`config.mk`:
```
export PLATFORM = sky130hd
export DESIGN_NAME = fetch_unit
export DESIGN_NICKNAME = d
export VERILOG_FILES = /design/src/rtl/fetch_pkg.sv /design/src/rtl/fetch_fifo.sv /design/src/rtl/fetch_unit.sv
export SDC_FILE = /design/constraint.sdc
export NUM_CORES = 1
export LEC_CHECK = 0
export ABC_AREA = 1
export CELL_PAD_IN_SITES_DETAIL_PLACEMENT = 1
export CELL_PAD_IN_SITES_GLOBAL_PLACEMENT = 2
export CORE_ASPECT_RATIO = 1.75
export CORE_UTILIZATION = 38
export CTS_BUF_LIST = sky130_fd_sc_hd__clkbuf_8
export DETAILED_ROUTE_END_ITERATION = 10
export GPL_ROUTABILITY_DRIVEN = 0
export PLACE_DENSITY_LB_ADDON = 0.3
export SYNTH_ARGS = -nofsm -noshare
export SYNTH_HDL_FRONTEND = slang
export SYNTH_SLANG_ARGS = --single-unit
```
`constraint.sdc`:
```
create_clock -name clock -period 9 [get_ports clock]
set_input_delay 2.25 -clock clock [delete_from_list [all_inputs] [get_ports clock]]
set_output_delay 2.25 -clock clock [all_outputs]
set_load 0.01 [all_outputs]
```
`src/rtl/fetch_pkg.sv`:
```
// Shared definitions for the instruction fetch unit.
package fetch_pkg;

  localparam int unsigned XLEN_DEFAULT = 32;

  // Instruction word presented while nothing valid sits at the queue head.
  localparam logic [31:0] NOP = 32'h0;

  // Prefetch queue entry: fetch address and the instruction word read from it.
  typedef struct packed {
    logic [XLEN_DEFAULT-1:0] pc;
    logic [31:0]             instr;
  } fetch_entry_t;

endpackage

```
`src/rtl/fetch_fifo.sv`:
```
// Prefetch queue: DEPTH-entry FIFO with push, pop, flush and an occupancy count.
module fetch_fifo #(
  parameter int unsigned DEPTH = 4,
  parameter int unsigned WIDTH = 64,
  localparam int unsigned CW = $clog2(DEPTH + 1),
  localparam int unsigned PW = $clog2(DEPTH)
) (
  input  logic             clock,
  input  logic             reset,
  input  logic             push,
  input  logic [WIDTH-1:0] push_data,
  input  logic             pop,
  input  logic             flush,
  output logic [WIDTH-1:0] head_data,
  output logic [CW-1:0]    count,
  output logic             empty
);

  logic [WIDTH-1:0] mem_q [DEPTH];
  logic [PW-1:0]    rd_q, rd_d;
  logic [PW-1:0]    wr_q, wr_d;
  logic [CW-1:0]    count_q, count_d;
  logic             full;
  logic             do_push;
  logic             do_pop;

  assign full    = (count_q == CW'(DEPTH));
  assign do_pop  = pop & (count_q != '0);
  assign do_push = push & (~full | do_pop);

  // Pointer and count update; flush discards everything including a same-cycle push.
  always_comb begin
    rd_d    = rd_q;
    wr_d    = wr_q;
    count_d = count_q;
    if (flush) begin
      rd_d    = '0;
      wr_d    = '0;
      count_d = '0;
    end else begin
      if (do_push) wr_d = wr_q + PW'(1);
      if (do_pop)  rd_d = rd_q + PW'(1);
      count_d = count_q + CW'(do_push) - CW'(do_pop);
    end
  end

  // Pointer and count registers.
  always_ff @(posedge clock) begin
    if (reset) begin
      rd_q    <= '0;
      wr_q    <= '0;
      count_q <= '0;
    end else begin
      rd_q    <= rd_d;
      wr_q    <= wr_d;
      count_q <= count_d;
    end
  end

  // Entry storage; contents need no reset because count gates visibility.
  always_ff @(posedge clock) begin
    if (!reset && !flush && do_push) mem_q[wr_q] <= push_data;
  end

  assign head_data = mem_q[rd_q];
  assign count     = count_q;
  assign empty     = (count_q == '0);

  // The upstream credit scheme must never push into a full queue without a pop.
  overflow_chk: assert property (@(posedge clock) disable iff (reset)
    !(push && full && !pop));

endmodule

```
`src/rtl/fetch_unit.sv`:
```
// Instruction fetch unit: credit-limited request issue, in-order response
// capture into a prefetch queue, and redirect flush with stale-response drop.
module fetch_unit
  import fetch_pkg::*;
#(
  parameter int unsigned     XLEN     = XLEN_DEFAULT,
  parameter int unsigned     DEPTH    = 4,
  parameter logic [XLEN-1:0] RESET_PC = '0
) (
  input  logic            clock,
  input  logic            reset,
  output logic            imem_req,
  output logic [XLEN-1:0] imem_addr,
  input  logic            imem_ack,
  input  logic            imem_rvalid,
  input  logic [31:0]     imem_rdata,
  input  logic            redirect,
  input  logic [XLEN-1:0] redirect_pc,
  input  logic            id_stall,
  output logic            if_valid,
  output logic [31:0]     if_instr,
  output logic [XLEN-1:0] if_pc,
  output logic [XLEN-1:0] if_pc4
);

  localparam int unsigned CW = $clog2(DEPTH + 1);

  typedef struct packed {
    logic [XLEN-1:0] pc;
    logic [31:0]     instr;
  } entry_t;

  logic [XLEN-1:0] fetch_pc_q, fetch_pc_d;
  logic [XLEN-1:0] rsp_pc_q, rsp_pc_d;
  logic [CW-1:0]   outst_q, outst_d;
  logic [CW-1:0]   drop_q, drop_d;
  logic [CW-1:0]   count;
  logic [CW:0]     in_use;
  logic            q_empty;
  logic            credit_ok;
  logic            acked;
  logic            rsp;
  logic            push;
  logic            pop;
  entry_t          push_entry;
  entry_t          head_entry;

  // Requests in flight plus queued entries may never exceed the queue depth.
  assign in_use    = {1'b0, count} + {1'b0, outst_q};
  assign credit_ok = in_use < (CW + 1)'(DEPTH);

  assign imem_req  = credit_ok & ~redirect & ~reset;
  assign imem_addr = fetch_pc_q;

  assign acked = imem_req & imem_ack;
  assign rsp   = imem_rvalid & ~reset;
  assign push  = rsp & (drop_q == '0) & ~redirect;
  assign pop   = if_valid & ~id_stall & ~redirect;

  // rsp_pc tracks the address of the next response that will be kept, so
  // responses carry no address of their own.
  assign push_entry = '{pc: rsp_pc_q, instr: imem_rdata};

  // Next-state for fetch PC, response PC and the in-flight/drop counters.
  always_comb begin
    fetch_pc_d = fetch_pc_q;
    rsp_pc_d   = rsp_pc_q;
    drop_d     = drop_q;
    outst_d    = outst_q + CW'(acked) - CW'(rsp);
    if (rsp && drop_q != '0) drop_d = drop_q - CW'(1);
    if (push) rsp_pc_d = rsp_pc_q + XLEN'(4);
    if (redirect) begin
      // Everything still in flight after this cycle belongs to the old path,
      // which also covers drops pending from an earlier redirect.
      fetch_pc_d = redirect_pc;
      rsp_pc_d   = redirect_pc;
      drop_d     = outst_d;
    end else if (acked) begin
      fetch_pc_d = fetch_pc_q + XLEN'(4);
    end
  end

  // State registers.
  always_ff @(posedge clock) begin
    if (reset) begin
      fetch_pc_q <= RESET_PC;
      rsp_pc_q   <= RESET_PC;
      outst_q    <= '0;
      drop_q     <= '0;
    end else begin
      fetch_pc_q <= fetch_pc_d;
      rsp_pc_q   <= rsp_pc_d;
      outst_q    <= outst_d;
      drop_q     <= drop_d;
    end
  end

  fetch_fifo #(
    .DEPTH (DEPTH),
    .WIDTH (XLEN + 32)
  ) u_fifo (
    .clock     (clock),
    .reset     (reset),
    .push      (push),
    .push_data (push_entry),
    .pop       (pop),
    .flush     (redirect),
    .head_data (head_entry),
    .count     (count),
    .empty     (q_empty)
  );

  assign if_valid = ~q_empty;
  assign if_instr = if_valid ? head_entry.instr : NOP;
  assign if_pc    = if_valid ? head_entry.pc : '0;
  assign if_pc4   = if_valid ? head_entry.pc + XLEN'(4) : '0;

  rvalid_chk: assert property (@(posedge clock) disable iff (reset)
    imem_rvalid |-> (outst_q != '0));

  drop_chk: assert property (@(posedge clock) disable iff (reset)
    drop_q <= outst_q);

endmodule

```
# Word level (Yosys, flattened, before mapping)
# Memories as Yosys holds them, arrays and structs flattened. A register that Yosys moved wholly into a read port is not among the register bits.
# Cells that the tools add are included.
# totals
regBits,77
ram_bits,256
in_bits,70
output_inout_bits,130
wordCells,63
mem_count,1
# memory_table
memory,words,word_bits,rd,rd_clocked_by_memory_dff,wr,line_no,rtl
u_fifo.mem_q,4,64,1,1,1,fetch_fifo.sv:19,logic [WIDTH-1:0] mem_q [DEPTH];
# classes
addsub,11
magnitude_cmp,1
eq_ne,1
mux,13
bitwise,16
reduce_logical,13
# op_table
cell,count
$mux 32,7
$add 32x3->32 const B,3
$and 1x1->1,10
$add 3x1->3,2
$logic_not 3->1,2
$mux 3,2
$reduce_bool 2->1,3
$reduce_bool 3->1,2
$sub 3x1->3,2
$not 1->1,5
$add 2x1->2 const B,2
$add 3x3->4,1
$lt 4x3->1 const B,1
$mux 2,2
$eq 3x3->1 const B,1
$logic_and 1x1->1,3
$sub 3x1->3 const B,1
$logic_not 1->1,2
$mux 1,2
$reduce_or 2->1,1
$or 1x1->1,1

# Logic depth before layout (Yosys ltp)
# Gate-level depths: netlist (run 1).
# depth
depth_word,10
ltp_mapped,17
depth_no_buf,15

# By module
# Synthesis (run 1) repeated with hierarchy kept, for this count alone.
# hier_totals
cells_unflattened,1795
hier_area_um2,16107.9
# modules_own_cells
mod,instances,cells_per_inst,area_per_inst_um2,seq_area_each_um2
fetch_fifo,1,692,9995.8,7867.5
fetch_unit,1,1103,6112.1,1401.3

# Worst setup path before layout (run 1)
# Ideal clock, no wire load.
# synth_timing
kind,input port to flip-flop
startpoint,input port imem_rvalid
endpoint,memory u_fifo.mem_q[0][0] (enable)
setup_ns,0.487
arrival_ns,5.672
required_time_ns,8.513
path_slack_ns,2.842
stages,8
path_buffers,0
cell_sequence,inv_1 -> nor2_1 -> nand3_1 -> inv_1 -> nand2_1 -> inv_2 -> nand2_1 -> nor2_1
# synth_via
elab_chain_len,7
# synth_lines
element,line_no,rtl
from (decl),fetch_unit.sv:15,"input logic imem_rvalid,"
$and 1x1->1,fetch_unit.sv:56,assign rsp = imem_rvalid & ~reset;
$and 1x1->1 (2 in series),fetch_unit.sv:57,assign push = rsp & (drop_q == '0) & ~redirect;
$and 1x1->1,fetch_fifo.sv:29,assign do_push = push & (~full | do_pop);
$logic_and 1x1->1,fetch_fifo.sv:62,if (!reset && !flush && do_push) mem_q[wr_q] <= push_data;
$mux 1,fetch_fifo.sv:62,
$mux 1 (implied by the code),fetch_fifo.sv:62,
to (decl),fetch_fifo.sv:19,
# Every way passes these cells.

==> results.cfg, run 1 <==
[run_status]
status = finished, final reports clean

[route]
routedWlPerCell_um = 19.95
drt-initial-drc-count = 735
drt-total-wl_um = 54570
drtPass1Iterations = 5
vias = 14160
routed_via_density = 5.177
drcViolationCount = 0
drtAntennaViolNets = 0

[floorplan]
dieArea_um2 = 44410
fp-row-count = 100
io_pins = 200
dieHeight_um = 278.0
start_util = 0.3866
die_x_um = 159.7
core-area_um2 = 42790

[critical_path]
end_kind = output pin
cp_slowest_cell = inv_2
crit_top_cell = nand2_1
crit_arrival_ns = 4.76
crit_required_ns = 6.75
reg2reg_slack_ns = 5.30
start_kind = flip-flop
crit_path_max_incr_delay_ns = 0.75
cp_max_fo = 52
crit_chain = inv_2 -> buf_4 -> o211ai_1 -> nand2_1 -> ha_1 -> inv_1 -> nor2_2 -> nand2_1 -> nor2_2 -> nand2_1 -> nand2_1 -> nand3_1 -> inv_1 -> clkdlybuf4s50_1
critPathKind = reg2out

[timing]
setup_tns_ns = 0
fmax_mhz = 142.6
whs_ns = 0.4806
worst_slew_pin_slew_ns = 1.178
rsz0062_at_grt = false
setup_viol = 0
maxSlewViolCount = 0
setup_ws_ns = 1.985
finalCritPeriodShare = 0.7794
period_needed_ns = 7.015
finClkSkew_ns = 0.06588
finalHoldViolations = 0
relSlewSlack = 0.2147

[logic_synthesis]
avgSynthCellArea_um2 = 8.458
synth_warnings = 0
ys.flop_type = edfxtp_1
synth_top_area_cell = edfxtp_1
yosysTopAreaCellShare = 0.4646
async_reset_ff_frac = 0
syn_inst = 1956
ys_ff_latch = 335
synth_fp_nets = 2043
syn_area_um2 = 16540
ys_seq_area_frac = 0.5602
synth.distinct_cells = 42
synth.area.top_cells = edfxtp_1, nand2_1, dfxtp_1
synth_edf_count = 256

[layout]
synthToLayoutAreaGrowth_pct = 19.90
drive_gt1_frac = 0.05108
final_core_utilization = 0.4636
nets = 2225
final_area_um2 = 19840
final_cell_mix = nand2_1, nor2_1, edfxtp_1
final_common_cell = nand2_1
fin_cells = 2735

[grt]
grt_pass1_vias = 15140
grt_max_degree = 133
grt_overflow = 0
antenna_found_initial = 1
grt_first_pass_wirelength_um = 83930
grt_util_all_layers = 0.2465

[placement]
post-place-ws_ns = 2.598
dp_hpwl_um = 39000
place_inst = 2647
portBuffers = 199
placed_area_um2 = 18920

[clocking]
clock_latency_ns = 0.63
htree_num_levels = 2
tritoncts = yes
ctsResizeCount = 0
cts.sinks = 335
clockBufferDepth = 3
numCtsBuffers = 50
post-cts-setup-buffer-count = 0
cts_hold_buf = 0
root_buffer = clkbuf_8
cts.clk_slew.worst_paths_ns = 0.06

[power_and_ir_drop]
irDropWorstVdd_v = 0.0001184
p_per_area_nw_per_um2 = 161.4
leakagePower_nw = 7.569
power_mw = 3.202

[hold_path]
hold_class = reg2reg

[run]
cap_violations = 0
==> per-layer routing <==
| layer | global-route usage | part of all wire | vias up |
|---|---|---|---|
| met5 | 0 | 0 | - |
| met4 | 0.1248 | 0.050 | 0 |
| met3 | 0.02131 | 0.025 | 121 |
| met2 | 0.4952 | 0.56 | 275 |
| met1 | 0.2469 | 0.36 | 6949 |
| li1 | - | - | 6815 |
==> cell families after synthesis <==
group,Yosys count,synth area share
and+or+nand+nor,1070,0.2623
buffers and inverters,235,0.06148
xor gates and xnor gates,35,0.01853
AOI/OAI and AO/OA,264,0.08364
DFF,335,0.5602
adders and majority gates,17,0.01376
==> where the power goes <==
part           leakage (nW)  internal, mW  switching, mW  total (mW)
clock                 0.507         0.558          0.613        1.17
sequential             2.99          1.70         0.0475        1.75
combinational          4.07         0.114          0.168       0.282
total                  7.57          2.37          0.828        3.20
==> cell usage after synthesis, types with 26 or more instances <==
cell type    n
nand2_1    552
nand3_1    116
clkbuf_1    35
inv_1      150
nor3_1      26
dfxtp_1     79
a21oi_1     94
edfxtp_1   256
o21ai_0    133
xor2_1      27
nor2_1     329
==> flip-flops by register name, summed over array words and instances, names as in the netlist, named ones only <==
register / flops
imem_addr: 32
u_fifo.wr_q: 2
drop_q: 3
outst_q: 3
u_fifo.rd_q: 2
rsp_pc_q: 32
u_fifo.count: 3
u_fifo.mem_q: 256
==> cell type report <==
class | count | area (um2)
Antenna cell | 1 | 2.502
Clock buffer | 50 | 688.2
Clock inverter | 37 | 222.7
Fill cell | 5182 | 22950
Inverter | 153 | 579.3
Multi-Input combinational cell | 1386 | 6289
Sequential cell | 335 | 9274
Tap cell | 561 | 701.9
Timing Repair Buffer | 212 | 2079
==> path summary, 6_finish.rpt <==
| kind | from | to | cells after the start |
|---|---|---|---|
| setup / recovery | flip-flop | if_pc4[16] | 14 |
| hold / removal | u_fifo.rd_q[1] | flip-flop | 2 |
| setup reg to reg | drop_q[0] | u_fifo.mem_q[2][43] | 9 |
| hold reg to reg | u_fifo.rd_q[1] | flip-flop | 2 |
==> worst max-delay path: cells and delay by family, from the launching register on <==
family | cells | cell delay (ns)
flip-flops | 1 | 0.59
AND/OR/NAND/NOR | 7 | 1.01
adder cells (fa/ha/maj) | 1 | 0.24
AO/OA/AOI/OAI | 1 | 0.17
buffers and inverters | 5 | 2.08
No activity file was read; power rests on OpenSTA's default activity.
==> run 2: changes to the inputs <==
--- a/config.mk
+++ b/config.mk
@@ -9,7 +9,7 @@
 export CELL_PAD_IN_SITES_DETAIL_PLACEMENT = 1
 export CELL_PAD_IN_SITES_GLOBAL_PLACEMENT = 2
 export CORE_ASPECT_RATIO = 1.75
-export CORE_UTILIZATION = 38
+export CORE_UTILIZATION = 35
 export CTS_BUF_LIST = sky130_fd_sc_hd__clkbuf_8
 export DETAILED_ROUTE_END_ITERATION = 10
 export GPL_ROUTABILITY_DRIVEN = 0
==> constraint.sdc (replaced) <==
create_clock -name clock -period 6.7 [get_ports clock]
set_input_delay 1.675 -clock clock [delete_from_list [all_inputs] [get_ports clock]]
set_output_delay 1.675 -clock clock [all_outputs]
set_load 0.01 [all_outputs]
==> run 2 against run 1 <==
Against the previous run: the run now ends with DRC left; clock-buffer cell count rose by 3; combinational power rose by 35%; register-to-register slack got worse by 2.0 ns; via count fell by 0.55%; final area rose by 1.1%; final cell count rose by 1.5%; sequential share of layout area fell by 0.49 points; flip-flop and latch count did not move; non-clock buffer count rose by 8; power rose by 39%; wire length rose by 1.5%; clock skew fell by 0.019 ns.
==> results.cfg, run 2 (same netlist as run 1, synthesis figures left out) <==
[critical_path]
crit_family = simple AND/OR/NAND/NOR gates
r2r_end = u_fifo.count[2]
crit_chain = inv_6 -> nand2_1 -> o211ai_1 -> nand2_1 -> ha_1 -> inv_1 -> nor2_2 -> nand2_1 -> nor2_2 -> nand3_1 -> nand2_1 -> nand2_1 -> nor2_1 -> clkdlybuf4s50_1
reg2reg_slack_ns = 3.33
critPathKind = reg2out
r2r_start = u_fifo.count[0]
crit_path_max_incr_delay_ns = 0.93
end_kind = output pin
start_kind = flip-flop
crit_required_ns = 5.03
reg2regPathDepth = 13
path_buf_inv = 3
cp_max_fo = 132
crit_arrival_ns = 4.34
cp_slowest_cell = dfxtp_4
crit_top_cell = nand2_1

[route]
vias = 14080
drt-total-wl_um = 55380
routed_via_density = 5.075
drtAntennaViolNets = 0
drcViolationCount = 12
drtPass1Iterations = 8
drt-initial-drc-count = 635
routedWlPerCell_um = 19.96

[power_and_ir_drop]
p_per_area_nw_per_um2 = 222.3
leakagePower_nw = 7.674
power_mw = 4.457
irDropWorstVdd_v = 0.0001603

[clocking]
tritoncts = yes
cts_hold_buf = 0
numCtsBuffers = 49
ctsResizeCount = 0
root_buffer = clkbuf_8
post-cts-setup-buffer-count = 0
htree_num_levels = 2
clockBufferDepth = 3
clock_latency_ns = 0.61
cts.clk_slew.worst_paths_ns = 0.07
cts.sinks = 335

[timing]
fmax_mhz = 166.2
maxSlewViolCount = 0
whs_ns = 0.4617
finClkSkew_ns = 0.04720
finalCritPeriodShare = 0.8978
period_needed_ns = 6.015
relSlewSlack = 0.3578
setup_viol = 0
setup_tns_ns = 0
rsz0062_at_grt = false
finalHoldViolations = 0
setup_ws_ns = 0.6847
worst_slew_pin_slew_ns = 0.9632

[layout]
synthToLayoutAreaGrowth_pct = 21.17
final_common_cell = nand2_1
drive_gt1_frac = 0.05810
largest_reg_flops = 256
regMostFlops = u_fifo.mem_q
final_cell_mix = nand2_1, nor2_1, edfxtp_1
final_core_utilization = 0.4286
nets = 2232

[floorplan]
start_util = 0.3537
io_pins = 200
core-area_um2 = 46770
dieArea_um2 = 48180
fp-row-count = 105
die_x_um = 166.4
dieHeight_um = 289.6

[hold_path]
min_from = u_fifo.rd_q[1]
hold_class = reg2reg
whs_path_depth = 2

[grt]
antenna_found_initial = 1
grt_max_degree = 133
grt_overflow = 0
grt_util_all_layers = 0.2302
grt_first_pass_wirelength_um = 84770
grt_pass1_vias = 14930

[run]
cap_violations = 0

[placement]
portBuffers = 199
post-place-ws_ns = 1.267
dp_hpwl_um = 40250

[run_status]
violations = DRC
status = complete, but fails checks
## run 2: final cells by class
type / count / area (um2)
well taps: 588 / 735.7
fillers: 5527 / 26720
diodes: 1 / 2.502
multi-input cells: 1386 / 6289
repair buffers: 220 / 2140
flip-flops and latches: 335 / 9274
clock buffers: 53 / 729.5
inverters: 153 / 579.3
clock inverters: 39 / 297.8
## run 2: stage by stage
step                      instance area (um2)  instances
after floorplan                         16540       1956
after global placement                  19020       2682
after detailed placement                19020       2682
after CTS                               20040       2774
after global routing                    20050       2775
final                                   20050       2775
## run 2: where the power goes
part	switching [mW]	total, mW	leakage [nW]	internal, mW
logic	0.228	0.382	4.11	0.154
clock network	0.826	1.72	0.573	0.899
registers	0.0630	2.35	2.99	2.29
## run 2: worst register-to-register path, delay by kind of cell (launching register included)
kind                       cells  cell delay, ns
buffers and inverters          4            1.25
xor gates and xnor gates       1            0.16
adders and majority gates      3            0.91
DFF                            1            0.34
and+or+nand+nor                3            0.37
AOI/OAI and AO/OA              2            0.21
## run 2: how the worst max path moves through the flow
stage / start / endpoint / slack, ns / depth (start not counted)
after global routing: flip-flop / if_pc4[24] / 0.24 / 14
after global placement: flip-flop / if_pc4[24] / 1.33 / 14
after CTS: flip-flop / if_pc4[24] / 0.58 / 14
after floorplan: imem_rvalid / u_fifo.mem_q[0][0] / 1.12 / 8
after detailed placement: flip-flop / if_pc4[24] / 1.27 / 14
final: flip-flop / if_pc4[24] / 0.68 / 14
## run 2: metal layers
layer | global-route usage | vias to the layer above | routed length, um
met5 | 0 | - | 0
met4 | 0.1097 | 0 | 2426
met3 | 0.02383 | 103 | 1824
met2 | 0.4631 | 304 | 30740
met1 | 0.2356 | 6826 | 20390
li1 | - | 6849 | -
==> run 3: changes to the inputs <==
--- a/config.mk
+++ b/config.mk
@@ -9,10 +9,11 @@
 export CELL_PAD_IN_SITES_DETAIL_PLACEMENT = 1
 export CELL_PAD_IN_SITES_GLOBAL_PLACEMENT = 2
 export CORE_ASPECT_RATIO = 1.75
-export CORE_UTILIZATION = 35
+export CORE_UTILIZATION = 38
 export CTS_BUF_LIST = sky130_fd_sc_hd__clkbuf_8
 export DETAILED_ROUTE_END_ITERATION = 10
 export GPL_ROUTABILITY_DRIVEN = 0
+export GPL_TIMING_DRIVEN = 0
 export PLACE_DENSITY_LB_ADDON = 0.3
 export SYNTH_ARGS = -nofsm -noshare
 export SYNTH_HDL_FRONTEND = slang
==> constraint.sdc (replaced) <==
create_clock -name clock -period 7.1 [get_ports clock]
set_input_delay 1.775 -clock clock [delete_from_list [all_inputs] [get_ports clock]]
set_output_delay 1.775 -clock clock [all_outputs]
set_load 0.01 [all_outputs]
==> run 3 against run 2 <==
Against the previous run: the flow finishes with violations (capacitance limit, slew limit); power shrank 7.6%; critical path depth shrank 9; clock skew shrank 0.026 ns; register-to-register slack gained 0.50 ns; non-clock buffer count grew 68; clock-buffer cell count shrank 1; worst hold slack gained 0.011 ns; global-route usage grew 3.9 points; flip-flop and latch count is the same; sequential share of layout area shrank 0.77 points; wire length grew 7.5%; critical endpoint is now imem_req.
==> results.cfg, run 3 (same netlist as run 1, synthesis figures left out) <==
[grt]
grt_pass1_vias = 15820
antenna_found_initial = 1
grt_util_all_layers = 0.2692
grt_first_pass_wirelength_um = 90220
grt_overflow = 0
grt_max_degree = 28

[layout]
synthToLayoutAreaGrowth_pct = 23.16
final_common_cell = nand2_1
nets = 2300
drive_gt1_frac = 0.06433
final_cell_mix = nand2_1, nor2_1, edfxtp_1
regMostFlops = u_fifo.mem_q
largest_reg_flops = 256

[route]
drtPass1Iterations = 5
routedWlPerCell_um = 21.14
drt-total-wl_um = 59520
vias = 14610
drcViolationCount = 0
drtAntennaViolNets = 0
drt-initial-drc-count = 647
routed_via_density = 5.188

[hold_path]
hold_class = reg2reg

[run_status]
violations = capacitance limit, slew limit
status = complete, but fails checks

[floorplan]
core-area_um2 = 42790
start_util = 0.3866
dieHeight_um = 278.0
dieArea_um2 = 44410
io_pins = 200
fp-row-count = 100
die_x_um = 159.7

[timing]
setup_viol = 0
finClkSkew_ns = 0.02131
finalCritPeriodShare = 0.7694
fmax_mhz = 183.1
worst_slew_pin_slew_ns = 1.541
setup_ws_ns = 1.638
period_needed_ns = 5.462
finalHoldViolations = 0
relSlewSlack = -0.03665
rsz0062_at_grt = false
maxSlewViolCount = 4

[critical_path]
end_kind = output pin
cp_max_fo = 8
crit_arrival_ns = 3.69
crit_required_ns = 5.33
start_kind = input port
critPathKind = in2out

[clocking]
clock_latency_ns = 0.61
post-cts-setup-buffer-count = 0
cts.sinks = 335
root_buffer = clkbuf_8
cts_hold_buf = 0
ctsResizeCount = 0
tritoncts = yes
cts.clk_slew.worst_paths_ns = 0.06
clockBufferDepth = 3
numCtsBuffers = 49
htree_num_levels = 2

[power_and_ir_drop]
power_mw = 4.116
p_per_area_nw_per_um2 = 202.0
irDropWorstVdd_v = 0.0001157
leakagePower_nw = 7.827

[run]
cap_violations = 1

[placement]
dp_hpwl_um = 45800
post-place-ws_ns = 1.337
portBuffers = 198
==> run 3: cell types whose count changed in the layout (fill, tap and decap cells not counted), sizes merged <==
cell	previous run	this run
buf	23	55
bufinv	4	1
clkbuf	53	87
clkdlybuf4s50	197	198
clkinv	15	20
inv	170	169
==> run 3: final timing paths <==
kind	start	to	slack (ns)	cells past startpoint
worst max-delay path	reset	imem_req	1.64	5
worst min-delay path	u_fifo.rd_q[1]	u_fifo.rd_q[1]	0.47	2
worst max register to register	drop_q[0]	u_fifo.mem_q[3][52]	3.83	10
worst min register to register	u_fifo.rd_q[1]	u_fifo.rd_q[1]	0.47	2
==> run 3: final cells by class <==
class	count	area (um2)
Tap cell	561	701.9
Inverter	153	579.3
Fill cell	5135	22420
Antenna cell	1	2.502
Timing Repair Buffer	206	2150
Sequential cell	335	9269
Multi-Input combinational cell	1386	6289
Buffer	82	437.9
Clock buffer	52	715.7
Clock inverter	40	231.5
==> run 3: power by group <==
group	internal [mW]	total, mW	switching [mW]
registers	2.16	2.22	0.0598
logic	0.152	0.377	0.226
clock network	0.732	1.52	0.789
total	3.04	4.12	1.07
==> run 3: worst max-delay path, stage by stage <==
cell,delay [ns]
clkdlybuf4s50_1,0.76
nor2_8,0.30
nand2_1,0.09
nor2_2,0.18
clkdlybuf4s50_1,0.57
==> run 3: routing by layer <==
metal | GRT usage | vias to the layer above | part of all wire
met5 | 0 | - | 0
met1 | 0.2624 | 7123 | 0.35
met4 | 0.1509 | 0 | 0.055
met3 | 0.02534 | 141 | 0.030
li1 | - | 6980 | -
met2 | 0.5411 | 365 | 0.56
==> run 3: stage by stage <==
step                instance area, um2  setup TNS, ns  std cells    util  hold slack, ns
finish                           20380              0       2816  0.4762          0.4728
global route                     20380              0       2816  0.4762          0.5048
CTS                              20370              0       2815  0.4761          0.4765
detailed placement               19430              0       2723  0.4540          0.4651
global placement                 19230        -636.13       2715  0.4494          0.4422
floorplan                        16540              0       1956       -          0.4365
